File: config.mk
export PLATFORM = sky130hd
export DESIGN_NAME = demux_l2_lane_fifo_flat
export DESIGN_NICKNAME = d
export VERILOG_FILES = /design/src/rtl/demux_l2_lane_fifo_pkg.sv /design/src/rtl/demux_l2_lane_fifo_if.sv /design/src/rtl/lane_fifo.sv /design/src/rtl/demux_l2_lane_fifo.sv /design/src/flat_wrapper.sv
export SDC_FILE = /design/constraint.sdc
export NUM_CORES = 1
export LEC_CHECK = 0
export BUFFER_PORTS_ARGS = -buffer_cell sky130_fd_sc_hd__clkbuf_2
export CAP_MARGIN = 10
export CELL_PAD_IN_SITES_DETAIL_PLACEMENT = 0
export CELL_PAD_IN_SITES_GLOBAL_PLACEMENT = 2
export CORE_ASPECT_RATIO = 0.9
export CORE_UTILIZATION = 35
export DETAILED_ROUTE_END_ITERATION = 6
export GPL_TIMING_DRIVEN = 0
export PLACE_DENSITY = 0.73
export SETUP_SLACK_MARGIN = 0.3
export SYNTH_ARGS = -nofsm -noshare
export SYNTH_HDL_FRONTEND = slang
export SYNTH_SLANG_ARGS = --single-unit
File: constraint.sdc
create_clock -name clk_4f -period 5.1 [get_ports clk_4f]
set_input_delay 0.255 -clock clk_4f [delete_from_list [all_inputs] [get_ports clk_4f]]
set_output_delay 0.255 -clock clk_4f [all_outputs]
set_load 0.05 [all_outputs]
File: src/rtl/demux_l2_lane_fifo_pkg.sv
// Shared defaults and helpers for the two-lane L2 demux receive FIFO.
// The pointer width helper is used by every lane instance.
package demux_l2_lane_fifo_pkg;

  localparam int DEF_WIDTH     = 8;
  localparam int DEF_DEPTH     = 4;
  localparam int DEF_AF_THRESH = 3;

  // log2 of the lane depth, never narrower than one bit
  function automatic int ptr_width(input int depth);
    if (depth < 2) begin
      return 1;
    end else begin
      return $clog2(depth);
    end
  endfunction

endpackage

File: src/rtl/demux_l2_lane_fifo_if.sv
// Lane-side bus of the two-lane FIFO: write strobes/data from the L2 demux,
// read requests from downstream, and per-lane read data and status flags.
interface demux_l2_lane_fifo_if
  import demux_l2_lane_fifo_pkg::*;
#(
  parameter int WIDTH = DEF_WIDTH
);

  logic             validin0;
  logic             validin1;
  logic [WIDTH-1:0] datain0;
  logic [WIDTH-1:0] datain1;
  logic             pop0;
  logic             pop1;
  logic             validout0;
  logic             validout1;
  logic [WIDTH-1:0] dataout0;
  logic [WIDTH-1:0] dataout1;
  logic             empty0;
  logic             empty1;
  logic             full0;
  logic             full1;
  logic             almost_full0;
  logic             almost_full1;
  logic             overflow0;
  logic             overflow1;
  logic             underflow0;
  logic             underflow1;

  modport master (
    output validin0, validin1, datain0, datain1, pop0, pop1,
    input  validout0, validout1, dataout0, dataout1,
    input  empty0, empty1, full0, full1, almost_full0, almost_full1,
    input  overflow0, overflow1, underflow0, underflow1
  );

  modport slave (
    input  validin0, validin1, datain0, datain1, pop0, pop1,
    output validout0, validout1, dataout0, dataout1,
    output empty0, empty1, full0, full1, almost_full0, almost_full1,
    output overflow0, overflow1, underflow0, underflow1
  );

endinterface

File: src/rtl/lane_fifo.sv
// One lane of the L2 demux FIFO: occupancy-counted circular buffer with a
// registered one-cycle read port, occupancy flags and sticky error flags.
module lane_fifo
  import demux_l2_lane_fifo_pkg::*;
#(
  parameter int WIDTH     = DEF_WIDTH,
  parameter int DEPTH     = DEF_DEPTH,
  parameter int AF_THRESH = DEF_AF_THRESH
) (
  input  logic             clk_i,
  input  logic             rst_i,
  input  logic             validin_i,
  input  logic [WIDTH-1:0] datain_i,
  input  logic             pop_i,
  output logic             validout_o,
  output logic [WIDTH-1:0] dataout_o,
  output logic             empty_o,
  output logic             full_o,
  output logic             almost_full_o,
  output logic             overflow_o,
  output logic             underflow_o
);

  localparam int             PW       = ptr_width(DEPTH);
  localparam int             CW       = PW + 1;
  localparam logic [CW-1:0]  FULL_CNT = CW'(DEPTH);
  localparam logic [31:0]    AF_CNT   = 32'(AF_THRESH);

  logic [WIDTH-1:0] mem_q [DEPTH];
  logic [CW-1:0]    count_q, count_d;
  logic [PW-1:0]    wr_ptr_q, wr_ptr_d;
  logic [PW-1:0]    rd_ptr_q, rd_ptr_d;
  logic             validout_q, validout_d;
  logic [WIDTH-1:0] dataout_q, dataout_d;
  logic             empty_q, full_q, almost_full_q;
  logic             overflow_q, overflow_d;
  logic             underflow_q, underflow_d;
  logic             push_ok_s, pop_ok_s;

  // Accept/reject decisions and next-state; a full lane still takes a push when a pop frees a slot
  always_comb begin
    pop_ok_s    = !rst_i && pop_i && (count_q != {CW{1'b0}});
    push_ok_s   = !rst_i && validin_i && ((count_q != FULL_CNT) || pop_ok_s);
    wr_ptr_d    = push_ok_s ? wr_ptr_q + PW'(1) : wr_ptr_q;
    rd_ptr_d    = pop_ok_s  ? rd_ptr_q + PW'(1) : rd_ptr_q;
    validout_d  = pop_ok_s;
    dataout_d   = pop_ok_s ? mem_q[rd_ptr_q] : dataout_q;
    overflow_d  = overflow_q  | (validin_i && !push_ok_s);
    underflow_d = underflow_q | (pop_i && !pop_ok_s);
    case ({push_ok_s, pop_ok_s})
      2'b10:   count_d = count_q + CW'(1);
      2'b01:   count_d = count_q - CW'(1);
      default: count_d = count_q;
    endcase
  end

  // Lane state, read port and flags
  always_ff @(posedge clk_i) begin
    if (rst_i) begin
      count_q       <= {CW{1'b0}};
      wr_ptr_q      <= {PW{1'b0}};
      rd_ptr_q      <= {PW{1'b0}};
      validout_q    <= 1'b0;
      dataout_q     <= {WIDTH{1'b0}};
      empty_q       <= 1'b1;
      full_q        <= 1'b0;
      almost_full_q <= 1'b0;
      overflow_q    <= 1'b0;
      underflow_q   <= 1'b0;
    end else begin
      count_q       <= count_d;
      wr_ptr_q      <= wr_ptr_d;
      rd_ptr_q      <= rd_ptr_d;
      validout_q    <= validout_d;
      dataout_q     <= dataout_d;
      empty_q       <= (count_d == {CW{1'b0}});
      full_q        <= (count_d == FULL_CNT);
      almost_full_q <= ({{(32-CW){1'b0}}, count_d} >= AF_CNT);
      overflow_q    <= overflow_d;
      underflow_q   <= underflow_d;
    end
  end

  // Storage needs no reset: dataout only ever samples slots that were written
  always_ff @(posedge clk_i) begin
    if (push_ok_s) begin
      mem_q[wr_ptr_q] <= datain_i;
    end
  end

  assign validout_o    = validout_q;
  assign dataout_o     = dataout_q;
  assign empty_o       = empty_q;
  assign full_o        = full_q;
  assign almost_full_o = almost_full_q;
  assign overflow_o    = overflow_q;
  assign underflow_o   = underflow_q;

endmodule

File: src/rtl/demux_l2_lane_fifo.sv
// Two independent lane FIFOs behind the L2 demux; wiring only.
module demux_l2_lane_fifo
  import demux_l2_lane_fifo_pkg::*;
#(
  parameter int WIDTH     = DEF_WIDTH,
  parameter int DEPTH     = DEF_DEPTH,
  parameter int AF_THRESH = DEF_AF_THRESH
) (
  input logic                 clk_4f,
  input logic                 reset_L,
  demux_l2_lane_fifo_if.slave bus
);

  lane_fifo #(
    .WIDTH     (WIDTH),
    .DEPTH     (DEPTH),
    .AF_THRESH (AF_THRESH)
  ) u_lane0 (
    .clk_i         (clk_4f),
    .rst_i         (reset_L),
    .validin_i     (bus.validin0),
    .datain_i      (bus.datain0),
    .pop_i         (bus.pop0),
    .validout_o    (bus.validout0),
    .dataout_o     (bus.dataout0),
    .empty_o       (bus.empty0),
    .full_o        (bus.full0),
    .almost_full_o (bus.almost_full0),
    .overflow_o    (bus.overflow0),
    .underflow_o   (bus.underflow0)
  );

  lane_fifo #(
    .WIDTH     (WIDTH),
    .DEPTH     (DEPTH),
    .AF_THRESH (AF_THRESH)
  ) u_lane1 (
    .clk_i         (clk_4f),
    .rst_i         (reset_L),
    .validin_i     (bus.validin1),
    .datain_i      (bus.datain1),
    .pop_i         (bus.pop1),
    .validout_o    (bus.validout1),
    .dataout_o     (bus.dataout1),
    .empty_o       (bus.empty1),
    .full_o        (bus.full1),
    .almost_full_o (bus.almost_full1),
    .overflow_o    (bus.overflow1),
    .underflow_o   (bus.underflow1)
  );

endmodule

File: src/flat_wrapper.sv
// flat-port wrapper written by rule: the top's interface ports become plain ports
module demux_l2_lane_fifo_flat import demux_l2_lane_fifo_pkg::*;
#(
  parameter int WIDTH     = DEF_WIDTH,
  parameter int DEPTH     = DEF_DEPTH,
  parameter int AF_THRESH = DEF_AF_THRESH
)
  (clk_4f, reset_L, bus_validin0, bus_validin1, bus_datain0, bus_datain1, bus_pop0, bus_pop1, bus_validout0, bus_validout1, bus_dataout0, bus_dataout1, bus_empty0, bus_empty1, bus_full0, bus_full1, bus_almost_full0, bus_almost_full1, bus_overflow0, bus_overflow1, bus_underflow0, bus_underflow1);
  demux_l2_lane_fifo_if #(.WIDTH(WIDTH)) bus_i ();
  input logic clk_4f;
  input logic reset_L;
  input wire logic [$bits(bus_i.validin0)-1:0] bus_validin0;
  input wire logic [$bits(bus_i.validin1)-1:0] bus_validin1;
  input wire logic [$bits(bus_i.datain0)-1:0] bus_datain0;
  input wire logic [$bits(bus_i.datain1)-1:0] bus_datain1;
  input wire logic [$bits(bus_i.pop0)-1:0] bus_pop0;
  input wire logic [$bits(bus_i.pop1)-1:0] bus_pop1;
  output wire logic [$bits(bus_i.validout0)-1:0] bus_validout0;
  output wire logic [$bits(bus_i.validout1)-1:0] bus_validout1;
  output wire logic [$bits(bus_i.dataout0)-1:0] bus_dataout0;
  output wire logic [$bits(bus_i.dataout1)-1:0] bus_dataout1;
  output wire logic [$bits(bus_i.empty0)-1:0] bus_empty0;
  output wire logic [$bits(bus_i.empty1)-1:0] bus_empty1;
  output wire logic [$bits(bus_i.full0)-1:0] bus_full0;
  output wire logic [$bits(bus_i.full1)-1:0] bus_full1;
  output wire logic [$bits(bus_i.almost_full0)-1:0] bus_almost_full0;
  output wire logic [$bits(bus_i.almost_full1)-1:0] bus_almost_full1;
  output wire logic [$bits(bus_i.overflow0)-1:0] bus_overflow0;
  output wire logic [$bits(bus_i.overflow1)-1:0] bus_overflow1;
  output wire logic [$bits(bus_i.underflow0)-1:0] bus_underflow0;
  output wire logic [$bits(bus_i.underflow1)-1:0] bus_underflow1;
  assign bus_i.validin0 = bus_validin0;
  assign bus_i.validin1 = bus_validin1;
  assign bus_i.datain0 = bus_datain0;
  assign bus_i.datain1 = bus_datain1;
  assign bus_i.pop0 = bus_pop0;
  assign bus_i.pop1 = bus_pop1;
  assign bus_validout0 = bus_i.validout0;
  assign bus_validout1 = bus_i.validout1;
  assign bus_dataout0 = bus_i.dataout0;
  assign bus_dataout1 = bus_i.dataout1;
  assign bus_empty0 = bus_i.empty0;
  assign bus_empty1 = bus_i.empty1;
  assign bus_full0 = bus_i.full0;
  assign bus_full1 = bus_i.full1;
  assign bus_almost_full0 = bus_i.almost_full0;
  assign bus_almost_full1 = bus_i.almost_full1;
  assign bus_overflow0 = bus_i.overflow0;
  assign bus_overflow1 = bus_i.overflow1;
  assign bus_underflow0 = bus_i.underflow0;
  assign bus_underflow1 = bus_i.underflow1;
  demux_l2_lane_fifo #(.WIDTH(WIDTH), .DEPTH(DEPTH), .AF_THRESH(AF_THRESH)) u_core (.clk_4f(clk_4f), .reset_L(reset_L), .bus(bus_i));
endmodule
==> run_summary.xml, run 1 <==
<?xml version="1.0" encoding="UTF-8"?>
<metrics>
  <group name="grt">
    <metric name="grt_first_pass_wirelength" unit="um">14000</metric>
    <metric name="grt_overflow_total" unit="">0</metric>
    <metric name="grt_start_max_net_pins" unit="">20</metric>
    <metric name="antenna_found_initial" unit="">0</metric>
    <metric name="gr-usage-all-layers" unit="">0.141</metric>
    <metric name="grt_pass1_vias" unit="">2679</metric>
  </group>
  <group name="power_and_ir_drop">
    <metric name="static_leak" unit="uW">0.00189</metric>
    <metric name="power.ir.vdd_worst" unit="mV">0.248</metric>
    <metric name="powerDensity" unit="nW/um^2">450</metric>
  </group>
  <group name="synth">
    <metric name="synth.yosys.seq_area_share" unit="">0.605</metric>
    <metric name="synth.avg_cell_area" unit="um^2">14.1</metric>
    <metric name="yosys_warnings" unit="">0</metric>
    <metric name="postSynthRegisterBits" unit="">106</metric>
    <metric name="ys_top_cells_by_count" unit="">sky130_fd_sc_hd__edfxtp_1, sky130_fd_sc_hd__dfxtp_1, sky130_fd_sc_hd__nand2_1, sky130_fd_sc_hd__nor2_1</metric>
    <metric name="synth_fp_nets" unit="">356</metric>
    <metric name="synthCells" unit="">324</metric>
    <metric name="yosys_most_used_dff" unit="">sky130_fd_sc_hd__edfxtp_1</metric>
    <metric name="synth.area.top_cells" unit="">sky130_fd_sc_hd__edfxtp_1, sky130_fd_sc_hd__dfxtp_1, sky130_fd_sc_hd__mux4_2</metric>
    <metric name="async_reset_ff_frac" unit="">0</metric>
    <metric name="yosys.cell_types.count" unit="">58</metric>
    <metric name="synthDominantAreaCellType" unit="">sky130_fd_sc_hd__edfxtp_1</metric>
    <metric name="synthDominantCellAreaShare" unit="">0.421</metric>
    <metric name="syn_area" unit="um^2">4570</metric>
    <metric name="yosys.cell_count.top_type" unit="">sky130_fd_sc_hd__edfxtp_1</metric>
    <metric name="number_of_synthesized_flops_with_an_enable_pin" unit="">64</metric>
  </group>
  <group name="sta">
    <metric name="finalCriticalPeriod" unit="ns">2.72</metric>
    <metric name="finalSetupTns" unit="ns">0</metric>
    <metric name="slew_headroom" unit="">0.594</metric>
    <metric name="clock-skew-final" unit="ns">0.00823</metric>
    <metric name="maxSlewViolCount" unit="">0</metric>
    <metric name="final.hold.worst_slack" unit="ns">0.129</metric>
    <metric name="setup_repair_after_global_routing_missed_its_margin" unit="">false</metric>
    <metric name="number_of_hold_violations_in_the_final_report" unit="">0</metric>
    <metric name="achievable-frequency" unit="MHz">368</metric>
    <metric name="postLayoutSetupSlackWorst" unit="ns">2.38</metric>
    <metric name="period_share" unit="">0.533</metric>
    <metric name="setup_viol_count_final" unit="">0</metric>
    <metric name="tightestPinTransition" unit="ns">0.608</metric>
  </group>
  <group name="worst_setup_path">
    <metric name="critical_path_required" unit="ns">5.30</metric>
    <metric name="worst-setup-path-type" unit="">register to register</metric>
    <metric name="timing.critical_path.fanout_max" unit="">10</metric>
    <metric name="cpLargestDelayFamily" unit="">simple AND/OR/NAND/NOR gates</metric>
    <metric name="critPathCaptureType" unit="">register</metric>
    <metric name="crit_buf_inv" unit="">1</metric>
    <metric name="critical_path.startpoint_type" unit="">register</metric>
    <metric name="crit_arrival" unit="ns">2.92</metric>
    <metric name="crit_chain" unit="">buf_4 &gt; nor3_2 &gt; nor3b_4 &gt; nand2b_1 &gt; fa_1 &gt; nor2b_1 &gt; a21oi_1 &gt; a221oi_2 &gt; a31oi_1</metric>
    <metric name="timing.critical_path.slowest_stage_cell" unit="">sky130_fd_sc_hd__nor3b_4</metric>
    <metric name="worst_path_largest_cell_delay" unit="ns">0.51</metric>
  </group>
  <group name="finish">
    <metric name="seqCellArea" unit="um^2">2760</metric>
    <metric name="fillCellCount" unit="">1180</metric>
    <metric name="fraction_of_final_layout_cells_sized_beyond_drive_strength_1" unit="">0.308</metric>
    <metric name="area_delta_synth_final" unit="%">17.1</metric>
    <metric name="antennaDiodeCount" unit="">0</metric>
    <metric name="multiInputGateArea" unit="um^2">1630</metric>
    <metric name="finish.net_count" unit="">416</metric>
  </group>
  <group name="floorplan">
    <metric name="chipHeight" unit="um">110</metric>
    <metric name="design.core.area" unit="um^2">12700</metric>
    <metric name="row_count" unit="">39</metric>
    <metric name="floorplan.die_area" unit="um^2">13500</metric>
    <metric name="io_pins" unit="">50</metric>
    <metric name="die_w" unit="um">122</metric>
    <metric name="initial_core_util" unit="">0.359</metric>
  </group>
  <group name="route">
    <metric name="drcViolationCount" unit="">0</metric>
    <metric name="dr_total_vias" unit="">2645</metric>
    <metric name="dr.pass1.iters" unit="">4</metric>
    <metric name="route.detailed.wl_per_inst" unit="um">15.4</metric>
    <metric name="drtAntennaViolNets" unit="">0</metric>
    <metric name="dr.first_iter.drc_count" unit="">109</metric>
    <metric name="postRouteWirelength" unit="um">8520</metric>
    <metric name="detailed_route_vias_per_instance" unit="">4.78</metric>
  </group>
  <group name="placed_design">
    <metric name="routabilityCongestion" unit="">0.760</metric>
    <metric name="portBuffers" unit="">49</metric>
    <metric name="post-place-ws" unit="ns">2.38</metric>
    <metric name="detailedPlacementHpwl" unit="um">5870</metric>
  </group>
  <group name="clocking">
    <metric name="tritoncts" unit="">done</metric>
    <metric name="cts-resized-gates" unit="">0</metric>
    <metric name="cts_max_level" unit="">3</metric>
    <metric name="ctsRootBufferMaster" unit="">sky130_fd_sc_hd__clkbuf_16</metric>
    <metric name="clock_path_buffers" unit="">2</metric>
    <metric name="cts_hold_buf" unit="">0</metric>
    <metric name="post-cts-setup-buffers" unit="">0</metric>
    <metric name="cts_bufs_inserted" unit="">9</metric>
    <metric name="clk_latency" unit="ns">0.35</metric>
    <metric name="clkTransAtPathRegs" unit="ns">0.07</metric>
    <metric name="cts_num_sinks" unit="">106</metric>
  </group>
  <group name="min_path">
    <metric name="min-delay-path-class" unit="">primary input to register</metric>
  </group>
  <group name="flow_run">
    <metric name="max_cap_violations" unit="">0</metric>
  </group>
  <group name="run_status">
    <metric name="status" unit="">finished clean</metric>
  </group>
</metrics>
## registers in the layout (all words and copies together) (netlist names)
register	count
u_core.u_lane1.empty_o	1
u_core.u_lane1.almost_full_o	1
u_core.u_lane0.dataout_o	8
u_core.u_lane1.underflow_o	1
u_core.u_lane1.full_o	1
u_core.u_lane1.count_q	3
u_core.u_lane0.full_o	1
u_core.u_lane0.almost_full_o	1
u_core.u_lane0.count_q	3
u_core.u_lane1.dataout_o	8
u_core.u_lane0.wr_ptr_q	2
u_core.u_lane0.rd_ptr_q	2
u_core.u_lane0.validout_o	1
u_core.u_lane0.mem_q	32
u_core.u_lane1.overflow_o	1
u_core.u_lane0.underflow_o	1
u_core.u_lane1.rd_ptr_q	2
u_core.u_lane0.empty_o	1
u_core.u_lane1.wr_ptr_q	2
u_core.u_lane1.validout_o	1
u_core.u_lane0.overflow_o	1
u_core.u_lane1.mem_q	32
## cells in the final DEF (no fill, tap or decap), drive strengths merged, types with 2 or more instances in the layout
master	n
nand2	26
o31ai	2
dfxtp	42
inv	11
and3	2
a21o	2
nor2	24
ha	8
edfxtp	64
and2	8
nor4b	2
mux2	3
bufinv	2
clkinvlp	2
nor3	3
mux4	16
buf	19
o211ai	2
nand2b	18
a32oi	2
a31oi	3
fa	2
o21ai	20
xnor2	8
nor2b	5
clkbuf	59
xor2	2
nor3b	6
a21oi	8
or3	2
## layout make-up
cell class                 instances  area share
multi-input combinational        190       0.304
tap                              164      0.0383
buffer                            20      0.0281
clock inverter                     7      0.0199
timing repair buffer              49      0.0458
clock buffer                       9      0.0421
sequential                       106       0.516
inverter                           8     0.00561
## metrics by stage
stage | instance area, um^2 | utilization | power (uW) | instances
global route | 5350 | 0.420 | 2520 | 553
finish | 5350 | 0.420 | 2410 | 553
global placement | 5020 | 0.394 | 1660 | 537
floorplan | 4570 | - | 1530 | 324
detailed placement | 5020 | 0.394 | 1670 | 537
CTS | 5350 | 0.420 | 2430 | 553
## worst paths after layout
kind	from	to	slack, ns	cells past startpoint
worst min-delay path	bus_datain1[1]	u_core.u_lane1.mem_q[0][1]	0.13	1
worst max-delay path	u_core.u_lane1.count_q[2]	u_core.u_lane1.almost_full_o	2.38	9
worst max register to register	u_core.u_lane1.count_q[2]	u_core.u_lane1.almost_full_o	2.38	9
worst min register to register	u_core.u_lane1.dataout_o[5]	u_core.u_lane1.dataout_o[5]	0.47	2
## worst register-to-register path, cell delays in order, from the launching register on
cell and delay [ns]:
sky130_fd_sc_hd__dfxtp_1 0.31, sky130_fd_sc_hd__buf_4 0.18, sky130_fd_sc_hd__nor3_2 0.09, sky130_fd_sc_hd__nor3b_4 0.51
sky130_fd_sc_hd__nand2b_1 0.17, sky130_fd_sc_hd__fa_1 0.50, sky130_fd_sc_hd__nor2b_1 0.20, sky130_fd_sc_hd__a21oi_1 0.07
sky130_fd_sc_hd__a221oi_2 0.39, sky130_fd_sc_hd__a31oi_1 0.14
## metal layers
metal,vias to the layer above,track usage,wire (um)
met5,-,0,0
met4,0,0.0497,113
met3,10,0.0355,335
met2,42,0.218,3840
met1,1293,0.191,4230
li1,1300,-,-
## cells by family after synthesis
family / synth area share
AOI/OAI and AO/OA: 0.0767
and+or+nand+nor: 0.139
buffers and inverters: 0.0394
xor gates and xnor gates: 0.0192
adders and majority gates: 0.0307
DFF: 0.605
muxes: 0.0901
## report_power, final
part / internal (uW) / leakage, uW / switching, uW
Combinational: 222 / 0.000812 / 400
Clock: 439 / 0.000156 / 322
Sequential: 983 / 0.000924 / 41.1
Total: 1640 / 0.00189 / 764
No activity file was read; power rests on OpenSTA's default activity.
==> run 2, diff against run 1 <==
- ABC_AREA: not set -> 1
- PLACE_DENSITY: 0.73 -> 0.77
- clock period: 5.1 -> 2.54 ns (I/O delays scaled with it)
==> run_summary.xml, run 2 <==
<?xml version="1.0" encoding="UTF-8"?>
<metrics>
  <group name="run_status">
    <metric name="status" unit="">finished clean</metric>
  </group>
  <group name="clocking">
    <metric name="cts_num_sinks" unit="">106</metric>
    <metric name="cts_bufs_inserted" unit="">9</metric>
    <metric name="clock_path_buffers" unit="">2</metric>
    <metric name="post-cts-setup-buffers" unit="">0</metric>
    <metric name="tritoncts" unit="">done</metric>
    <metric name="clk_latency" unit="ns">0.35</metric>
    <metric name="cts-resized-gates" unit="">0</metric>
    <metric name="cts_max_level" unit="">3</metric>
    <metric name="clkTransAtPathRegs" unit="ns">0.07</metric>
    <metric name="cts_hold_buf" unit="">11</metric>
    <metric name="ctsRootBufferMaster" unit="">sky130_fd_sc_hd__clkbuf_16</metric>
  </group>
  <group name="min_path">
    <metric name="min-delay-path-class" unit="">primary input to register</metric>
  </group>
  <group name="route">
    <metric name="drcViolationCount" unit="">0</metric>
    <metric name="drtAntennaViolNets" unit="">0</metric>
    <metric name="dr.pass1.iters" unit="">4</metric>
    <metric name="detailed_route_vias_per_instance" unit="">4.59</metric>
    <metric name="maxUsedRoutingLayer" unit="">met4</metric>
    <metric name="routed_length_on_met2" unit="um">3960</metric>
    <metric name="met1_routed_wirelength_after_detailed_routing" unit="um">4570</metric>
    <metric name="wl_met3" unit="um">386</metric>
    <metric name="route.detailed.wl_per_inst" unit="um">14.2</metric>
    <metric name="postRouteWirelength" unit="um">9050</metric>
    <metric name="dr.first_iter.drc_count" unit="">186</metric>
    <metric name="dr_total_vias" unit="">2918</metric>
  </group>
  <group name="synth">
    <metric name="syn_area" unit="um^2">4360</metric>
    <metric name="synth.avg_cell_area" unit="um^2">10.9</metric>
    <metric name="yosys.cell_types.count" unit="">30</metric>
    <metric name="yosys.cell_count.top_type" unit="">sky130_fd_sc_hd__nor2_1</metric>
    <metric name="postSynthRegisterBits" unit="">106</metric>
    <metric name="synthDominantAreaCellType" unit="">sky130_fd_sc_hd__edfxtp_1</metric>
    <metric name="synth.area.top_cells" unit="">sky130_fd_sc_hd__edfxtp_1, sky130_fd_sc_hd__dfxtp_1, sky130_fd_sc_hd__nor2_1</metric>
    <metric name="async_reset_ff_frac" unit="">0</metric>
    <metric name="synth_fp_nets" unit="">431</metric>
    <metric name="synthCells" unit="">399</metric>
    <metric name="ys_top_cells_by_count" unit="">sky130_fd_sc_hd__nor2_1, sky130_fd_sc_hd__edfxtp_1, sky130_fd_sc_hd__o21ai_0, sky130_fd_sc_hd__dfxtp_1, sky130_fd_sc_hd__inv_1</metric>
    <metric name="synthDominantCellAreaShare" unit="">0.440</metric>
    <metric name="number_of_synthesized_flops_with_an_enable_pin" unit="">64</metric>
    <metric name="synth.yosys.seq_area_share" unit="">0.633</metric>
    <metric name="yosys_warnings" unit="">0</metric>
    <metric name="yosys_most_used_dff" unit="">sky130_fd_sc_hd__edfxtp_1</metric>
  </group>
  <group name="floorplan">
    <metric name="floorplan.die_area" unit="um^2">12900</metric>
    <metric name="die_w" unit="um">120</metric>
    <metric name="chipHeight" unit="um">108</metric>
    <metric name="initial_core_util" unit="">0.360</metric>
    <metric name="design.core.area" unit="um^2">12100</metric>
    <metric name="io_pins" unit="">50</metric>
    <metric name="row_count" unit="">38</metric>
  </group>
  <group name="placed_design">
    <metric name="portBuffers" unit="">49</metric>
    <metric name="post-place-ws" unit="ns">0.685</metric>
    <metric name="detailedPlacementHpwl" unit="um">6080</metric>
    <metric name="routabilityCongestion" unit="">0.727</metric>
    <metric name="placed_cells" unit="">608</metric>
  </group>
  <group name="worst_setup_path">
    <metric name="critPathCaptureType" unit="">register</metric>
    <metric name="worst_path_largest_cell_delay" unit="ns">0.47</metric>
    <metric name="crit_arrival" unit="ns">2.13</metric>
    <metric name="critical_path.startpoint_type" unit="">register</metric>
    <metric name="worst-setup-path-type" unit="">register to register</metric>
    <metric name="critical_path_required" unit="ns">2.78</metric>
    <metric name="crit_chain" unit="">inv_1 &gt; nand2_4 &gt; nand3_4 &gt; fa_1 &gt; inv_1 &gt; nand2_2 &gt; nand2_2 &gt; nand2_1 &gt; nand2_1 &gt; nand3_2 &gt; nand2_1 &gt; inv_1</metric>
    <metric name="timing.critical_path.slowest_stage_cell" unit="">sky130_fd_sc_hd__fa_1</metric>
    <metric name="timing.critical_path.fanout_max" unit="">5</metric>
  </group>
  <group name="sta">
    <metric name="finalCriticalPeriod" unit="ns">1.88</metric>
    <metric name="setup_viol_count_final" unit="">0</metric>
    <metric name="postLayoutSetupSlackWorst" unit="ns">0.660</metric>
    <metric name="achievable-frequency" unit="MHz">532</metric>
    <metric name="clock-skew-final" unit="ns">0.00807</metric>
    <metric name="period_share" unit="">0.740</metric>
    <metric name="tightestPinTransition" unit="ns">0.890</metric>
    <metric name="maxSlewViolCount" unit="">0</metric>
    <metric name="setup_repair_after_global_routing_missed_its_margin" unit="">false</metric>
    <metric name="number_of_hold_violations_in_the_final_report" unit="">0</metric>
    <metric name="slew_headroom" unit="">0.404</metric>
    <metric name="finalSetupTns" unit="ns">0</metric>
  </group>
  <group name="grt">
    <metric name="grt_overflow_total" unit="">0</metric>
    <metric name="grt_start_max_net_pins" unit="">19</metric>
    <metric name="gr-usage-all-layers" unit="">0.154</metric>
    <metric name="antenna_found_initial" unit="">0</metric>
    <metric name="grt_first_pass_wirelength" unit="um">14800</metric>
    <metric name="grt_pass1_vias" unit="">2855</metric>
  </group>
  <group name="finish">
    <metric name="final-instance-count-excl-fill" unit="">636</metric>
    <metric name="seqCellArea" unit="um^2">2760</metric>
    <metric name="fillCellCount" unit="">1174</metric>
    <metric name="finish.net_count" unit="">503</metric>
    <metric name="fraction_of_final_layout_cells_sized_beyond_drive_strength_1" unit="">0.231</metric>
    <metric name="mostFrequentLayoutCells" unit="">sky130_fd_sc_hd__nor2_1, sky130_fd_sc_hd__edfxtp_1, sky130_fd_sc_hd__o21ai_0</metric>
    <metric name="multiInputGateArea" unit="um^2">1400</metric>
    <metric name="antennaDiodeCount" unit="">0</metric>
    <metric name="area_delta_synth_final" unit="%">19.6</metric>
    <metric name="biggestRegsByFlops" unit="">u_core.u_lane0.mem_q x32, u_core.u_lane1.mem_q x32</metric>
    <metric name="layout_commonest_cell" unit="">sky130_fd_sc_hd__nor2_1</metric>
  </group>
  <group name="power_and_ir_drop">
    <metric name="powerDensity" unit="nW/um^2">729</metric>
    <metric name="power.ir.vdd_worst" unit="mV">0.516</metric>
    <metric name="static_leak" unit="uW">0.00207</metric>
  </group>
  <group name="flow_run">
    <metric name="max_cap_violations" unit="">0</metric>
  </group>
</metrics>
run 2: stage by stage:
stage | hold slack, ns | power, uW | area [um^2] | utilization
after floorplan | 0.226 | 2360 | 4360 | -
after global placement | 0.338 | 2490 | 4810 | 0.397
after detailed placement | 0.349 | 2500 | 4810 | 0.397
after CTS | 0.000710 | 3850 | 5210 | 0.430
after global routing | 0.00858 | 3970 | 5220 | 0.430
final | 0.0110 | 3800 | 5220 | 0.430
run 2: layout make-up:
| class | count | area share |
|---|---|---|
| buffer | 14 | 0.0139 |
| clock buffer | 11 | 0.0465 |
| clock inverter | 5 | 0.00863 |
| inverter | 35 | 0.0252 |
| multi-input combinational | 244 | 0.268 |
| sequential | 106 | 0.529 |
| tap | 160 | 0.0384 |
| timing repair buffer | 61 | 0.0700 |
run 2: critical path, delay by kind of cell (launching register included):
| kind | cells | cell delay, ns |
|---|---|---|
| and+or+nand+nor | 8 | 0.66 |
| DFF | 1 | 0.40 |
| buffers and inverters | 3 | 0.25 |
| adders and majority gates | 1 | 0.47 |
run 2: kinds of logic after synthesis:
family | Yosys count | share of synthesized area
AOI/OAI and AO/OA | 81 | 0.101
and+or+nand+nor | 153 | 0.187
DFF | 106 | 0.633
buffers and inverters | 49 | 0.0467
adders and majority gates | 10 | 0.0321
run 2: worst paths after layout:
kind / startpoint / to / slack [ns] / cells after the start
setup reg to reg: u_core.u_lane0.count_q[2] / u_core.u_lane0.empty_o / 0.66 / 12
hold reg to reg: u_core.u_lane0.underflow_o / u_core.u_lane0.underflow_o / 0.46 / 2
setup / recovery: u_core.u_lane0.count_q[2] / u_core.u_lane0.empty_o / 0.66 / 12
hold / removal: bus_datain0[1] / u_core.u_lane0.mem_q[0][1] / 0.01 / 1
run 2: layer usage:
layer / track usage / vias up
met2: 0.241 / 58
met1: 0.211 / 1349
li1: - / 1501
met4: 0.0482 / 0
met5: 0 / -
met3: 0.0359 / 10
run 2: power breakdown:
| part | switching [uW] | leakage [uW] | internal [uW] |
|---|---|---|---|
| clock | 625 | 0.000139 | 708 |
| combinational | 384 | 0.00100 | 149 |
| sequential | 36.9 | 0.000925 | 1900 |
| total | 1050 | 0.00207 | 2760 |
==> run 3, diff against run 2 <==
- CORE_UTILIZATION: 35 -> 34
- PLACE_DENSITY: 0.77 -> 0.78
- clock period: 2.54 -> 1.6 ns (I/O delays scaled with it)
==> run_summary.xml, run 3 (synthesized netlist as in run 2, its figures left out) <==
<?xml version="1.0" encoding="UTF-8"?>
<metrics>
  <group name="sta">
    <metric name="number_of_hold_violations_in_the_final_report" unit="">0</metric>
    <metric name="setup_repair_after_global_routing_missed_its_margin" unit="">true</metric>
    <metric name="period_share" unit="">0.983</metric>
    <metric name="tightestPinTransition" unit="ns">0.585</metric>
    <metric name="achievable-frequency" unit="MHz">636</metric>
    <metric name="finalCriticalPeriod" unit="ns">1.57</metric>
    <metric name="slew_headroom" unit="">0.610</metric>
    <metric name="finalSetupTns" unit="ns">0</metric>
    <metric name="maxSlewViolCount" unit="">0</metric>
    <metric name="clock-skew-final" unit="ns">0.00941</metric>
    <metric name="setup_viol_count_final" unit="">0</metric>
  </group>
  <group name="worst_setup_path">
    <metric name="critical_path.startpoint_type" unit="">register</metric>
    <metric name="crit-reg2reg-launch" unit="">u_core.u_lane1.count_q[0]</metric>
    <metric name="crit_arrival" unit="ns">1.82</metric>
    <metric name="critPathCaptureType" unit="">register</metric>
    <metric name="rr_endpoint" unit="">u_core.u_lane1.empty_o</metric>
    <metric name="worst_r2r_path_depth" unit="">10</metric>
    <metric name="critical_path_required" unit="ns">1.85</metric>
    <metric name="timing.critical_path.fanout_max" unit="">3</metric>
    <metric name="worstSetupEndpoint" unit="">u_core.u_lane1.empty_o</metric>
    <metric name="worst-setup-path-type" unit="">register to register</metric>
    <metric name="worstSetupStartpoint" unit="">u_core.u_lane1.count_q[0]</metric>
    <metric name="register_to_register_setup_slack" unit="ns">0.03</metric>
  </group>
  <group name="min_path">
    <metric name="min-delay-path-class" unit="">primary input to register</metric>
  </group>
  <group name="clocking">
    <metric name="cts_max_level" unit="">3</metric>
    <metric name="ctsRootBufferMaster" unit="">sky130_fd_sc_hd__clkbuf_16</metric>
    <metric name="clk_latency" unit="ns">0.35</metric>
    <metric name="tritoncts" unit="">done</metric>
    <metric name="cts_num_sinks" unit="">106</metric>
    <metric name="clock_path_buffers" unit="">2</metric>
    <metric name="clkTransAtPathRegs" unit="ns">0.07</metric>
    <metric name="cts_bufs_inserted" unit="">9</metric>
  </group>
  <group name="finish">
    <metric name="biggestRegsByFlops" unit="">u_core.u_lane0.mem_q x32, u_core.u_lane1.mem_q x32</metric>
    <metric name="mostFrequentLayoutCells" unit="">sky130_fd_sc_hd__nor2_1, sky130_fd_sc_hd__edfxtp_1, sky130_fd_sc_hd__o21ai_0</metric>
    <metric name="area_delta_synth_final" unit="%">32.8</metric>
    <metric name="final-instance-count-excl-fill" unit="">677</metric>
    <metric name="antennaDiodeCount" unit="">0</metric>
    <metric name="fraction_of_final_layout_cells_sized_beyond_drive_strength_1" unit="">0.340</metric>
    <metric name="layout_commonest_cell" unit="">sky130_fd_sc_hd__nor2_1</metric>
    <metric name="finish.net_count" unit="">544</metric>
    <metric name="fillCellCount" unit="">1200</metric>
  </group>
  <group name="flow_run">
    <metric name="max_cap_violations" unit="">0</metric>
  </group>
  <group name="placed_design">
    <metric name="detailedPlacementHpwl" unit="um">6190</metric>
    <metric name="placed_cells" unit="">608</metric>
    <metric name="portBuffers" unit="">49</metric>
    <metric name="routabilityCongestion" unit="">0.761</metric>
  </group>
  <group name="floorplan">
    <metric name="die_w" unit="um">121</metric>
    <metric name="design.core.area" unit="um^2">12300</metric>
    <metric name="row_count" unit="">38</metric>
    <metric name="floorplan.die_area" unit="um^2">13300</metric>
    <metric name="chipHeight" unit="um">109</metric>
    <metric name="initial_core_util" unit="">0.356</metric>
    <metric name="io_pins" unit="">50</metric>
  </group>
  <group name="route">
    <metric name="detailed_route_vias_per_instance" unit="">4.66</metric>
    <metric name="drcViolationCount" unit="">0</metric>
    <metric name="dr_total_vias" unit="">3157</metric>
    <metric name="postRouteWirelength" unit="um">9670</metric>
    <metric name="dr.pass1.iters" unit="">4</metric>
    <metric name="route.detailed.wl_per_inst" unit="um">14.3</metric>
    <metric name="dr.first_iter.drc_count" unit="">196</metric>
    <metric name="drtAntennaViolNets" unit="">0</metric>
  </group>
  <group name="power_and_ir_drop">
    <metric name="power.ir.vdd_worst" unit="mV">0.652</metric>
    <metric name="powerDensity" unit="nW/um^2">1070</metric>
    <metric name="static_leak" unit="uW">0.00231</metric>
    <metric name="design_power_total" unit="uW">6210</metric>
  </group>
  <group name="run_status">
    <metric name="status" unit="">finished clean</metric>
  </group>
  <group name="grt">
    <metric name="gr-usage-all-layers" unit="">0.160</metric>
    <metric name="grt_start_max_net_pins" unit="">20</metric>
    <metric name="grt_pass1_vias" unit="">2944</metric>
    <metric name="grt_overflow_total" unit="">0</metric>
    <metric name="antenna_found_initial" unit="">0</metric>
    <metric name="grt_first_pass_wirelength" unit="um">15500</metric>
  </group>
</metrics>
run 3: cell types whose count changed in the layout (fill, tap and decap cells not counted), moves of 5 or more:
cell	previous run	this run
sky130_fd_sc_hd__buf_4	0	25
sky130_fd_sc_hd__dfxtp_1	42	36
sky130_fd_sc_hd__buf_2	9	4
sky130_fd_sc_hd__buf_12	0	7
sky130_fd_sc_hd__nor2_1	74	66
sky130_fd_sc_hd__inv_1	31	25
sky130_fd_sc_hd__buf_6	1	8
sky130_fd_sc_hd__dlygate4sd3_1	12	18
sky130_fd_sc_hd__nor2_4	4	12
run 3: worst min path at each step:
stage                   start                          to  slack [ns]  cells past startpoint
2_1_floorplan  bus_datain0[0]  u_core.u_lane0.mem_q[0][0]        0.18                      0
3_3_place_gp   bus_datain0[0]  u_core.u_lane0.mem_q[3][0]        0.29                      1
3_5_place_dp   bus_datain0[4]  u_core.u_lane0.mem_q[3][4]        0.30                      1
4_1_cts              bus_pop0  u_core.u_lane0.underflow_o        0.03                      3
5_1_grt              bus_pop1  u_core.u_lane1.underflow_o        0.06                      3
6_report             bus_pop1  u_core.u_lane1.underflow_o        0.07                      3
run 3: metal layers:
metal,part of all wire,track usage,vias up
li1,-,-,1584
met1,0.49,0.215,1502
met2,0.45,0.246,58
met3,0.046,0.0405,13
met4,0.018,0.0653,0
met5,0,0,-
run 3: repair_timing:
action,in CTS,in global routing
pin swaps,15,21
resized for setup,24,23
setup endpoints to repair,92,91
gates cloned,0,0
hold buffers,18,0
hold endpoints to repair,66,0
setup buffers,27,8
run 3: through the flow:
stage	instance area [um^2]	util	hold slack, ns	setup WS, ns
4_1_cts	5670	0.462	0.0306	0.0422
3_3_place_gp	4850	0.395	0.293	-0.0463
5_1_grt	5800	0.473	0.0647	-0.0439
3_5_place_dp	4850	0.395	0.302	-0.0758
2_1_floorplan	4400	-	0.179	0.0791
6_report	5800	0.473	0.0652	0.0268
run 3: layout make-up:
class	count	area, um^2	area share
Sequential cell	106	2780	0.479
Multi-Input combinational cell	244	1500	0.258
Timing Repair Buffer	102	791	0.136
Clock buffer	10	229	0.0395
Tap cell	160	200	0.0345
Inverter	35	145	0.0250
Buffer	14	110	0.0190
Clock inverter	6	48.8	0.00842
run 3: where the power goes:
| group | total (uW) | switching [uW] | internal [uW] |
|---|---|---|---|
| Combinational | 1050 | 674 | 376 |
| Sequential | 3080 | 60.3 | 3020 |
| Clock | 2080 | 1000 | 1080 |
| Total | 6210 | 1730 | 4470 |
run 3: critical path, stage by stage, from the launching register on:
cell,delay (ns)
sky130_fd_sc_hd__dfxtp_4,0.36
sky130_fd_sc_hd__nor2_4,0.16
sky130_fd_sc_hd__nand2_4,0.08
sky130_fd_sc_hd__nand3_4,0.07
sky130_fd_sc_hd__fa_2,0.45
sky130_fd_sc_hd__nand3_2,0.08
sky130_fd_sc_hd__nand2_2,0.08
sky130_fd_sc_hd__nand2_2,0.07
sky130_fd_sc_hd__nand2_1,0.05
sky130_fd_sc_hd__nand2_1,0.06
sky130_fd_sc_hd__inv_1,0.03
